## config.mk

```make
export PLATFORM = sky130hd
export DESIGN_NAME = serial_adder
export DESIGN_NICKNAME = d
export VERILOG_FILES = /design/src/rtl/serial_adder.sv
export SDC_FILE = /design/constraint.sdc
export NUM_CORES = 1
export LEC_CHECK = 0
export CELL_PAD_IN_SITES_DETAIL_PLACEMENT = 0
export CELL_PAD_IN_SITES_GLOBAL_PLACEMENT = 2
export CORE_ASPECT_RATIO = 0.5
export CORE_MARGIN = 4
export CORE_UTILIZATION = 30
export DETAILED_ROUTE_END_ITERATION = 6
export GPL_TIMING_DRIVEN = 0
export PLACE_DENSITY = 0.74
export SYNTH_ARGS = -nofsm -noshare
export SYNTH_HDL_FRONTEND = slang
export SYNTH_SLANG_ARGS = --single-unit
export TNS_END_PERCENT = 5
```

## constraint.sdc

```tcl
create_clock -name clk -period 2.9 [get_ports clk]
set_input_delay 0.435 -clock clk [delete_from_list [all_inputs] [get_ports clk]]
set_output_delay 0.435 -clock clk [all_outputs]
set_load 0.02 [all_outputs]
```

## src/rtl/serial_adder.sv

```systemverilog
// ---------------------------------------------------------------------------
// serial_adder
//
// Bit-serial adder. One operand bit pair is added per clock, LSB first,
// through a single full_adder cell. The cell is fed from two operand shift
// registers and a one-bit carry flip-flop. The result is shifted into the sum
// register MSB-first, so after WIDTH shifts the sum sits in its natural
// bit order.
//
// Timing for a start accepted at edge E:
//   - busy is high in the cycles following edges E .. E+WIDTH (RUN + DONE).
//   - done is high for one cycle, in the cycle following edge E+WIDTH.
//   - the edge after DONE returns to IDLE. A start held high is therefore
//     accepted once every WIDTH+2 cycles.
//
// sum, cout (and ovf) hold their final values from DONE until the next
// accepted start. They carry partial values while busy is high.
//
// Optional feature:
//   `define SERIAL_ADDER_OVF_EN adds output ovf. This is the two's-complement
//   signed overflow, equal to the carry into the MSB XOR the carry out of the
//   MSB. Without the macro the port and its logic do not exist.
//
// Parameter WIDTH: operand/sum width in bits, legal range 2..32.
// ---------------------------------------------------------------------------

// One-bit full adder cell: c is the sum bit, cout the carry out.
module full_adder (
  input  logic a,
  input  logic b,
  input  logic cin,
  output logic c,
  output logic cout
);

  assign c    = a ^ b ^ cin;
  assign cout = (a & b) | (cin & (a ^ b));

endmodule

module serial_adder #(
  parameter int WIDTH = 8
) (
  input  logic             clk,
  input  logic             reset,
  input  logic             start,
  input  logic [WIDTH-1:0] a,
  input  logic [WIDTH-1:0] b,
  input  logic             cin,
  output logic             busy,
  output logic             done,
  output logic [WIDTH-1:0] sum,
`ifdef SERIAL_ADDER_OVF_EN
  output logic             cout,
  output logic             ovf
`else
  output logic             cout
`endif
);

  // Counter must reach WIDTH without wrapping within one operation.
  localparam int CNT_W = $clog2(WIDTH + 1);

  typedef enum logic [1:0] {
    ST_IDLE,
    ST_RUN,
    ST_DONE
  } state_t;

  state_t           r_state;
  logic [WIDTH-1:0] r_a;
  logic [WIDTH-1:0] r_b;
  logic [WIDTH-1:0] r_sum;
  logic             r_carry;
  logic [CNT_W-1:0] r_cnt;
  logic             r_busy;
  logic             r_done;
  logic             r_cout;
`ifdef SERIAL_ADDER_OVF_EN
  logic             r_ovf;
`endif

  logic             w_sum_bit;
  logic             w_carry_out;
  logic             w_last;

  // The single adder cell. The current LSBs of the operand registers and the
  // carry flop form this cycle's bit slice.
  full_adder u_fa (
    .a   (r_a[0]),
    .b   (r_b[0]),
    .cin (r_carry),
    .c   (w_sum_bit),
    .cout(w_carry_out)
  );

  // The RUN cycle whose closing edge performs the WIDTH-th shift.
  assign w_last = (r_cnt == CNT_W'(WIDTH - 1));

  // Control FSM and datapath. All outputs are registered.
  // NOTE: sequential state uses non-blocking (<=) assignments so that every
  // flop samples its pre-edge value. Blocking here would create races between
  // the shift registers and the counter.
  always_ff @(posedge clk) begin
    if (reset) begin
      // NOTE: the datapath registers are reset as well as the control state.
      // sum/cout are visible outputs and must read 0 after reset. The operand
      // registers are cleared so that nothing stale ever reaches the cell.
      r_state <= ST_IDLE;
      r_a     <= '0;
      r_b     <= '0;
      r_sum   <= '0;
      r_carry <= 1'b0;
      r_cnt   <= '0;
      r_busy  <= 1'b0;
      r_done  <= 1'b0;
      r_cout  <= 1'b0;
`ifdef SERIAL_ADDER_OVF_EN
      r_ovf   <= 1'b0;
`endif
    end else begin
      // done is a one-cycle pulse. It is only raised on the RUN->DONE edge.
      r_done <= 1'b0;

      case (r_state)
        ST_IDLE: begin
          if (start) begin
            r_a     <= a;
            r_b     <= b;
            r_carry <= cin;
            r_cnt   <= '0;
            r_busy  <= 1'b1;
            r_state <= ST_RUN;
          end
        end

        ST_RUN: begin
          r_sum   <= {w_sum_bit, r_sum[WIDTH-1:1]};
          r_a     <= r_a >> 1;
          r_b     <= r_b >> 1;
          r_carry <= w_carry_out;
          r_cnt   <= r_cnt + CNT_W'(1);
          if (w_last) begin
            // r_carry is the carry into the MSB slice during this cycle.
            r_cout  <= w_carry_out;
`ifdef SERIAL_ADDER_OVF_EN
            r_ovf   <= r_carry ^ w_carry_out;
`endif
            r_done  <= 1'b1;
            r_state <= ST_DONE;
          end
        end

        ST_DONE: begin
          // start is ignored here. An operation can only begin from IDLE.
          r_busy  <= 1'b0;
          r_state <= ST_IDLE;
        end

        default: begin
          r_busy  <= 1'b0;
          r_state <= ST_IDLE;
        end
      endcase
    end
  end

  assign busy = r_busy;
  assign done = r_done;
  assign sum  = r_sum;
  assign cout = r_cout;
`ifdef SERIAL_ADDER_OVF_EN
  assign ovf  = r_ovf;
`endif

endmodule

```

==> parameters.txt, run 1 <==
Parameter                              Value

STA
  Number of hold violations in the final report    0
  Number of endpoints failing setup at the final stage    0
  Final number of max-transition violations    0
  Accumulated negative setup slack    0 ns
  Share of the clock period used by the worst path    0.584
  Unrepaired setup endpoints after global routing    false
  Maximum clock skew at final layout    0.00414 ns
  Achievable clock frequency    just under 600 MHz
  Max-slew headroom    0.560
  Setup slack of the critical path after layout    1.21 ns
  Transition at the pin with the smallest max-transition slack    0.661 ns
  Tmin final    around 1.7 ns

Synth
  Cell types occupying the most area after synthesis    sky130_fd_sc_hd__dfxtp_1, sky130_fd_sc_hd__a211oi_2, sky130_fd_sc_hd__o2bb2ai_1
  Most frequent cell after synthesis    sky130_fd_sc_hd__dfxtp_1
  Synth Register Bits    34
  Share of the yosys chip area belonging to registers    0.445
  Count of mapped cells out of synthesis    165
  Post-synthesis instance area    1530 sq um
  Cell type with the largest total area after synthesis    sky130_fd_sc_hd__dfxtp_1
  Average cell area after synthesis    9.27 sq um
  Distinct cell type count of the synthesized netlist    34
  Proportion of register bits with asynchronous set or reset after synthesis    0
  Most frequent cells after synthesis    sky130_fd_sc_hd__dfxtp_1, sky130_fd_sc_hd__nand2_1, sky130_fd_sc_hd__nor2_1
  Yosys warning count    0
  Number of synthesized flops with an enable pin    0
  Synth top area share    0.445
  Dominant register cell in the synthesized netlist    sky130_fd_sc_hd__dfxtp_1
  Syn nets    ~190

Clocking
  Max Buffers Root-to-Sink    2
  Maximum level of the CTS H-tree    2
  CTS resizes    0
  Clk_lat worst skew    0.28 ns
  Clock Root Buffer    sky130_fd_sc_hd__clkbuf_8
  CTS sink count    34
  TritonCTS clock tree    yes
  Setup fix buffers added after clock tree synthesis    0
  CTS Hold Bufs    0
  Number of CTS-inserted buffers    5
  Clock input transition at the sequential cells of the worst setup and hold paths    0.07 ns

Route
  Met3 layer wire length in the routed design    154 um
  Via-to-Cell Ratio    4.75
  Met2 routed wirelength    1710 um
  M1 wire length    approximately 1900 um
  Drt initial violations    43
  Antenna-violating nets left    0
  Wire length per cell    13.9 um
  Total Wirelength    about 3800 um
  DR pass1 iterations    4
  Residual DRC    0
  Via Count    between 1000 and 1500
  DR top layer    met4

Critical path
  CP Launch Type    flip-flop
  Worst R2R Start    r_state[0]
  Crit path DAT    1.26 ns
  Critical Path Max Stage Delay    0.62 ns
  List of cells traversed by the critical path    clkdlybuf4s50_1
  Reg-to-reg setup timing slack    1.57 ns
  Required arrival time at the worst endpoint    2.47 ns
  Endpoint of the lowest-slack register-to-register path    r_a[6]
  Cell family with the largest share of critical-path delay    buffers and inverters
  Largest driver fanout on the critical path    3
  Slowest cell on crit path    sky130_fd_sc_hd__clkdlybuf4s50_1
  Category of the most critical setup path    flip-flop to output port
  Number of cell instances on the worst register-to-register path    5
  Kind of end point of the critical path    output port
  Worst Path Buf+Inv    1

Floorplanning
  Starting Density    0.310
  Core Area    4930 sq um
  Site Rows    18
  Vert. Die Dim    58.5 um
  DIE AREA    6380 sq um
  # IOs    31
  Horiz. Die Dim    around 110 um

Global route
  Global-route wire length before repair    6200 um
  Antenna violations before repair    0
  Vias in the first global route    1254
  Total overflow reported by the global router    0
  Pin count of the biggest net entering global routing    11
  Total global-route track usage    0.127

Power
  PnR Total Power    1.03 mW
  Seq pwr share    0.494
  Share of total power in combinational logic    0.155
  Power per cell area    517 nW/um^2
  Static Leak    0.692 nW
  Relative contribution of the clock network to total power    0.350
  Switching Power    0.270 mW
  Largest vdd supply drop    approximately 180 uV
  Internal power component    between 0.7 and 0.8 mW
  Switching share of power    0.261

Finish
  Number of antenna diodes    0
  Share of cells above drive strength 1    0.198
  Filler instances    512
  NumNets Final    223
  Synthesis-to-layout area growth    30.7%

Placed design
  Routability-driven placement congestion ratio    0.697
  DP HPWL    2620 um
  Worst setup timing slack at the placement stage    1.11 ns
  Buffers on Ports    29

Run
  Max-capacitance violation count    0

Worst hold path
  Worst Min Path Start    busy
  Type of the worst min-delay path    flip-flop to flip-flop
  Number of cells traversed by the worst hold path    2
  Terminating pin of the worst hold path    busy

Outcome
  Result of the run    complete, no violations
[per-layer routing]
layer	vias up	GRT usage
met3	2	0.0405
met5	-	0
li1	652	-
met2	18	0.198
met4	0	0.0324
met1	619	0.173
[cells by family after synthesis]
group / synth area share
compound gates: 0.269
fa+ha+maj: 0.0213
simple gates: 0.190
mux: 0.00654
buf+inv: 0.0687
flops: 0.445
[worst max-delay path by stage]
stage / startpoint / endpoint / cells past startpoint
6_report: sum[1] / sum[1] / 1
5_1_grt: sum[3] / sum[3] / 1
4_1_cts: sum[1] / sum[1] / 1
3_5_place_dp: start / r_a[6] / 4
3_3_place_gp: start / r_a[6] / 4
2_1_floorplan: reset / r_a[2] / 3
[metrics by stage]
stage	hold WS [ns]	std cells	util	area, sq um
6_report	0.457	272	0.405	2000
2_1_floorplan	0.463	165	-	1530
3_5_place_dp	0.447	264	0.387	1910
5_1_grt	0.486	272	0.405	2000
4_1_cts	0.461	272	0.405	2000
3_3_place_gp	0.446	264	0.387	1910
[cell type report]
class | count | area, sq um | share of cell area
Multi-Input combinational cell | 114 | 744 | 0.372
Sequential cell | 34 | 681 | 0.340
Timing Repair Buffer | 29 | 290 | 0.145
Buffer | 13 | 90.1 | 0.0451
Tap cell | 70 | 87.6 | 0.0438
Clock buffer | 7 | 86.3 | 0.0432
Inverter | 4 | 15.0 | 0.00751
Clock inverter | 1 | 5.00 | 0.00250
[cell usage in the layout (no fill, tap or decap), types with 6 or more instances in the layout]
| master | synthesis | routed |
|---|---|---|
| sky130_fd_sc_hd__dfxtp_1 | 34 | 34 |
| sky130_fd_sc_hd__nor2_1 | 19 | 19 |
| sky130_fd_sc_hd__o2bb2ai_1 | 9 | 9 |
| sky130_fd_sc_hd__a211oi_2 | 10 | 10 |
| sky130_fd_sc_hd__clkbuf_8 | 0 | 6 |
| sky130_fd_sc_hd__nor2_2 | 10 | 10 |
| sky130_fd_sc_hd__a21oi_1 | 10 | 10 |
| sky130_fd_sc_hd__o22ai_1 | 6 | 6 |
| sky130_fd_sc_hd__clkdlybuf4s50_1 | 0 | 29 |
| sky130_fd_sc_hd__nand2_1 | 20 | 20 |
| sky130_fd_sc_hd__a211oi_1 | 6 | 6 |
[power by group through the flow]
stage | sequential (mW) | clock [mW] | combinational, mW
finish | 0.511 | 0.362 | 0.160
global route | 0.514 | 0.402 | 0.177
CTS | 0.511 | 0.378 | 0.163
detailed placement | 0.522 | 0 | 0.162
global placement | 0.521 | 0 | 0.161
floorplan | 0.522 | 0 | 0.100
[registers in the layout, summed over array words and instances (netlist names)]
register,cells
r_carry,1
r_b,8
done,1
sum,8
r_state,2
cout,1
busy,1
r_cnt,4
r_a,8
No activity file was read; power rests on OpenSTA's default activity.
==> inputs of run 2 (changes only) <==
--- a/config.mk
+++ b/config.mk
@@ -9,10 +9,10 @@
 export CELL_PAD_IN_SITES_GLOBAL_PLACEMENT = 2
 export CORE_ASPECT_RATIO = 0.5
 export CORE_MARGIN = 4
-export CORE_UTILIZATION = 30
+export CORE_UTILIZATION = 27
 export DETAILED_ROUTE_END_ITERATION = 6
 export GPL_TIMING_DRIVEN = 0
-export PLACE_DENSITY = 0.74
+export PLACE_DENSITY = 0.7
 export SYNTH_ARGS = -nofsm -noshare
 export SYNTH_HDL_FRONTEND = slang
 export SYNTH_SLANG_ARGS = --single-unit
==> constraint.sdc (replaced) <==
create_clock -name clk -period 1.5 [get_ports clk]
set_input_delay 0.225 -clock clk [delete_from_list [all_inputs] [get_ports clk]]
set_output_delay 0.225 -clock clk [all_outputs]
set_load 0.02 [all_outputs]
==> run 2 against run 1 <==
  * Routed wire length decreased by 2.1%
  * Total power up 120%
  * Cell area up 3.4%
  * Final cell count up 1.1%
  * Count of clock-buffer cells in the layout is the same
==> parameters.txt, run 2 (same netlist as run 1, synthesis figures left out) <==
Parameter                              Value

Power
  Power per cell area    1120 nW/um^2 (+120%)
  Largest vdd supply drop    415 uV (+130%)
  Static Leak    0.772 nW (+12%)

Global route
  Total overflow reported by the global router    0 (unchanged)
  GRT met2 Usage    0.177 (-0.0211)
  Vias in the first global route    1264 (+0.80%)
  Global-route wire length before repair    6190 um (-0.23%)
  Met1 demand-to-capacity share in global routing    0.158 (-0.0150)
  Grt met3 use    0.0294 (-0.0111)
  Total global-route track usage    0.113 (-0.0140)
  Pin count of the biggest net entering global routing    11 (unchanged)
  Antenna violations before repair    0 (unchanged)
  Layer with the highest usage    met2

Critical path
  Worst Path Buf+Inv    1 (unchanged)
  Critical Path Max Stage Delay    0.61 ns (about the same)
  List of cells traversed by the critical path    clkdlybuf4s50_1
  Kind of end point of the critical path    output port
  Crit path DAT    1.24 ns (-0.02 ns)
  Category of the most critical setup path    flip-flop to output port
  Worst R2R Start    r_cnt[0]
  CP Launch Point    sum[6]
  Slowest cell on crit path    sky130_fd_sc_hd__clkdlybuf4s50_1
  CP Launch Type    flip-flop
  Largest driver fanout on the critical path    3 (unchanged)
  Cell family with the largest share of critical-path delay    buffers and inverters
  Required arrival time at the worst endpoint    1.27 ns (-1.20 ns)

STA
  Share of the clock period used by the worst path    0.976
  Achievable clock frequency    683 MHz
  Maximum clock skew at final layout    0.00383 ns (-0.000310 ns)
  Transition at the pin with the smallest max-transition slack    0.674 ns (+0.0138 ns)
  Accumulated negative setup slack    0 ns (unchanged)
  Setup slack of the critical path after layout    0.0363 ns (-1.17 ns)
  Number of endpoints failing setup at the final stage    0 (unchanged)
  Number of hold violations in the final report    0 (unchanged)
  Unrepaired setup endpoints after global routing    false
  Final number of max-transition violations    0 (unchanged)
  Max-slew headroom    0.550 (-0.00921)
  Tmin final    1.46 ns

Clocking
  Clock Root Buffer    sky130_fd_sc_hd__clkbuf_16
  Max Buffers Root-to-Sink    2 (unchanged)
  CTS sink count    34 (unchanged)
  Clock input transition at the sequential cells of the worst setup and hold paths    0.06 ns (about the same)
  Clk_lat worst skew    0.28 ns (about the same)
  Maximum level of the CTS H-tree    2 (unchanged)
  CTS Hold Bufs    0 (unchanged)
  Number of CTS-inserted buffers    5 (unchanged)
  TritonCTS clock tree    yes

Floorplanning
  Horiz. Die Dim    114 um (+5.0%)
  Site Rows    19 (+1)
  Core Area    5490 sq um (+11%)
  Starting Density    0.279 (-0.0316)
  # IOs    31 (unchanged)
  Vert. Die Dim    61.2 um (+4.7%)
  DIE AREA    7010 sq um (+9.9%)

Finish
  Non-filler instance count after layout    275 (+1.1%)
  Most common library cell in the layout ignoring fill and taps    sky130_fd_sc_hd__dfxtp_1
  Leading cell types in the layout, fill and taps excluded    sky130_fd_sc_hd__dfxtp_1, sky130_fd_sc_hd__clkdlybuf4s50_1, sky130_fd_sc_hd__nand2_1, sky130_fd_sc_hd__nor2_1
  Share of cells above drive strength 1    0.198 (unchanged)
  Filler instances    566 (+11%)
  Synthesis-to-layout area growth    35.1%
  NumNets Final    223 (unchanged)
  Number of antenna diodes    0 (unchanged)

Placed design
  Routability-driven placement congestion ratio    0.678 (-2.6%)
  Buffers on Ports    29 (unchanged)
  Total placed cells including tap cells    267 (+1.1%)
  Worst setup timing slack at the placement stage    -0.0423 ns (-1.16 ns)
  DP HPWL    2610 um (-0.38%)

Route
  DR pass1 iterations    4 (unchanged)
  Total Wirelength    3690 um (-2.1%)
  Residual DRC    0 (unchanged)
  Antenna-violating nets left    0 (unchanged)
  Wire length per cell    13.4 um (-3.2%)
  Drt initial violations    64 (+49%)
  Via-to-Cell Ratio    4.63 (-2.5%)
  Via Count    1272 (-1.5%)

Worst hold path
  Type of the worst min-delay path    input pin to flip-flop
  Worst Min Path Start    reset

Run
  Max-capacitance violation count    0 (unchanged)

Outcome
  Result of the run    complete, no violations
[run 2: cell count changes in the layout (fill, tap and decap cells not counted)]
cell / delta
sky130_fd_sc_hd__clkdlybuf4s50_1: -3
sky130_fd_sc_hd__clkbuf_8: -5
sky130_fd_sc_hd__dlymetal6s2s_1: +3
sky130_fd_sc_hd__clkbuf_16: +5
[run 2: per-layer routing]
metal	wire [um]	part of all wire
met5	0	0
met4	19	0.0051
met3	138	0.037
met2	1620	0.44
met1	1910	0.52
[run 2: area by class of cell]
cell class | count | area, sq um | area share
multi-input cells | 114 | 744 | 0.360
repair buffers | 29 | 298 | 0.144
plain buffers | 13 | 90.1 | 0.0436
flip-flops and latches | 34 | 681 | 0.329
inverters | 4 | 15.0 | 0.00726
well taps | 73 | 91.3 | 0.0442
clock buffers | 7 | 143 | 0.0690
clock inverters | 1 | 5.00 | 0.00242
[run 2: path summary, 6_finish.rpt]
path,to,slack [ns],depth (start not counted)
setup / recovery,sum[6],0.04,1
hold / removal,busy,0.32,2
setup reg to reg,cout,0.17,4
hold reg to reg,sum[0],0.45,2
[run 2: repair_timing]
item	CTS	global route
buffers inserted	0	0
resized for setup	0	3
setup endpoints to repair	0	3
[run 2: through the flow]
step / utilization / total power, mW / hold WS [ns] / area [sq um]
final: 0.376 / 2.32 / 0.322 / 2070
after detailed placement: 0.348 / 1.32 / 0.446 / 1910
after global placement: 0.348 / 1.32 / 0.447 / 1910
after floorplan: - / 1.20 / 0.373 / 1530
after global routing: 0.376 / 2.42 / 0.394 / 2070
after CTS: 0.375 / 2.35 / 0.343 / 2060
[run 2: where the power goes]
group          internal, mW  total, mW  switching (mW)  leakage (nW)
Sequential            0.955      0.989          0.0341         0.279
Clock                 0.658       1.03           0.370        0.0739
Combinational         0.154      0.308           0.154         0.419
Total                  1.77       2.32           0.558         0.772
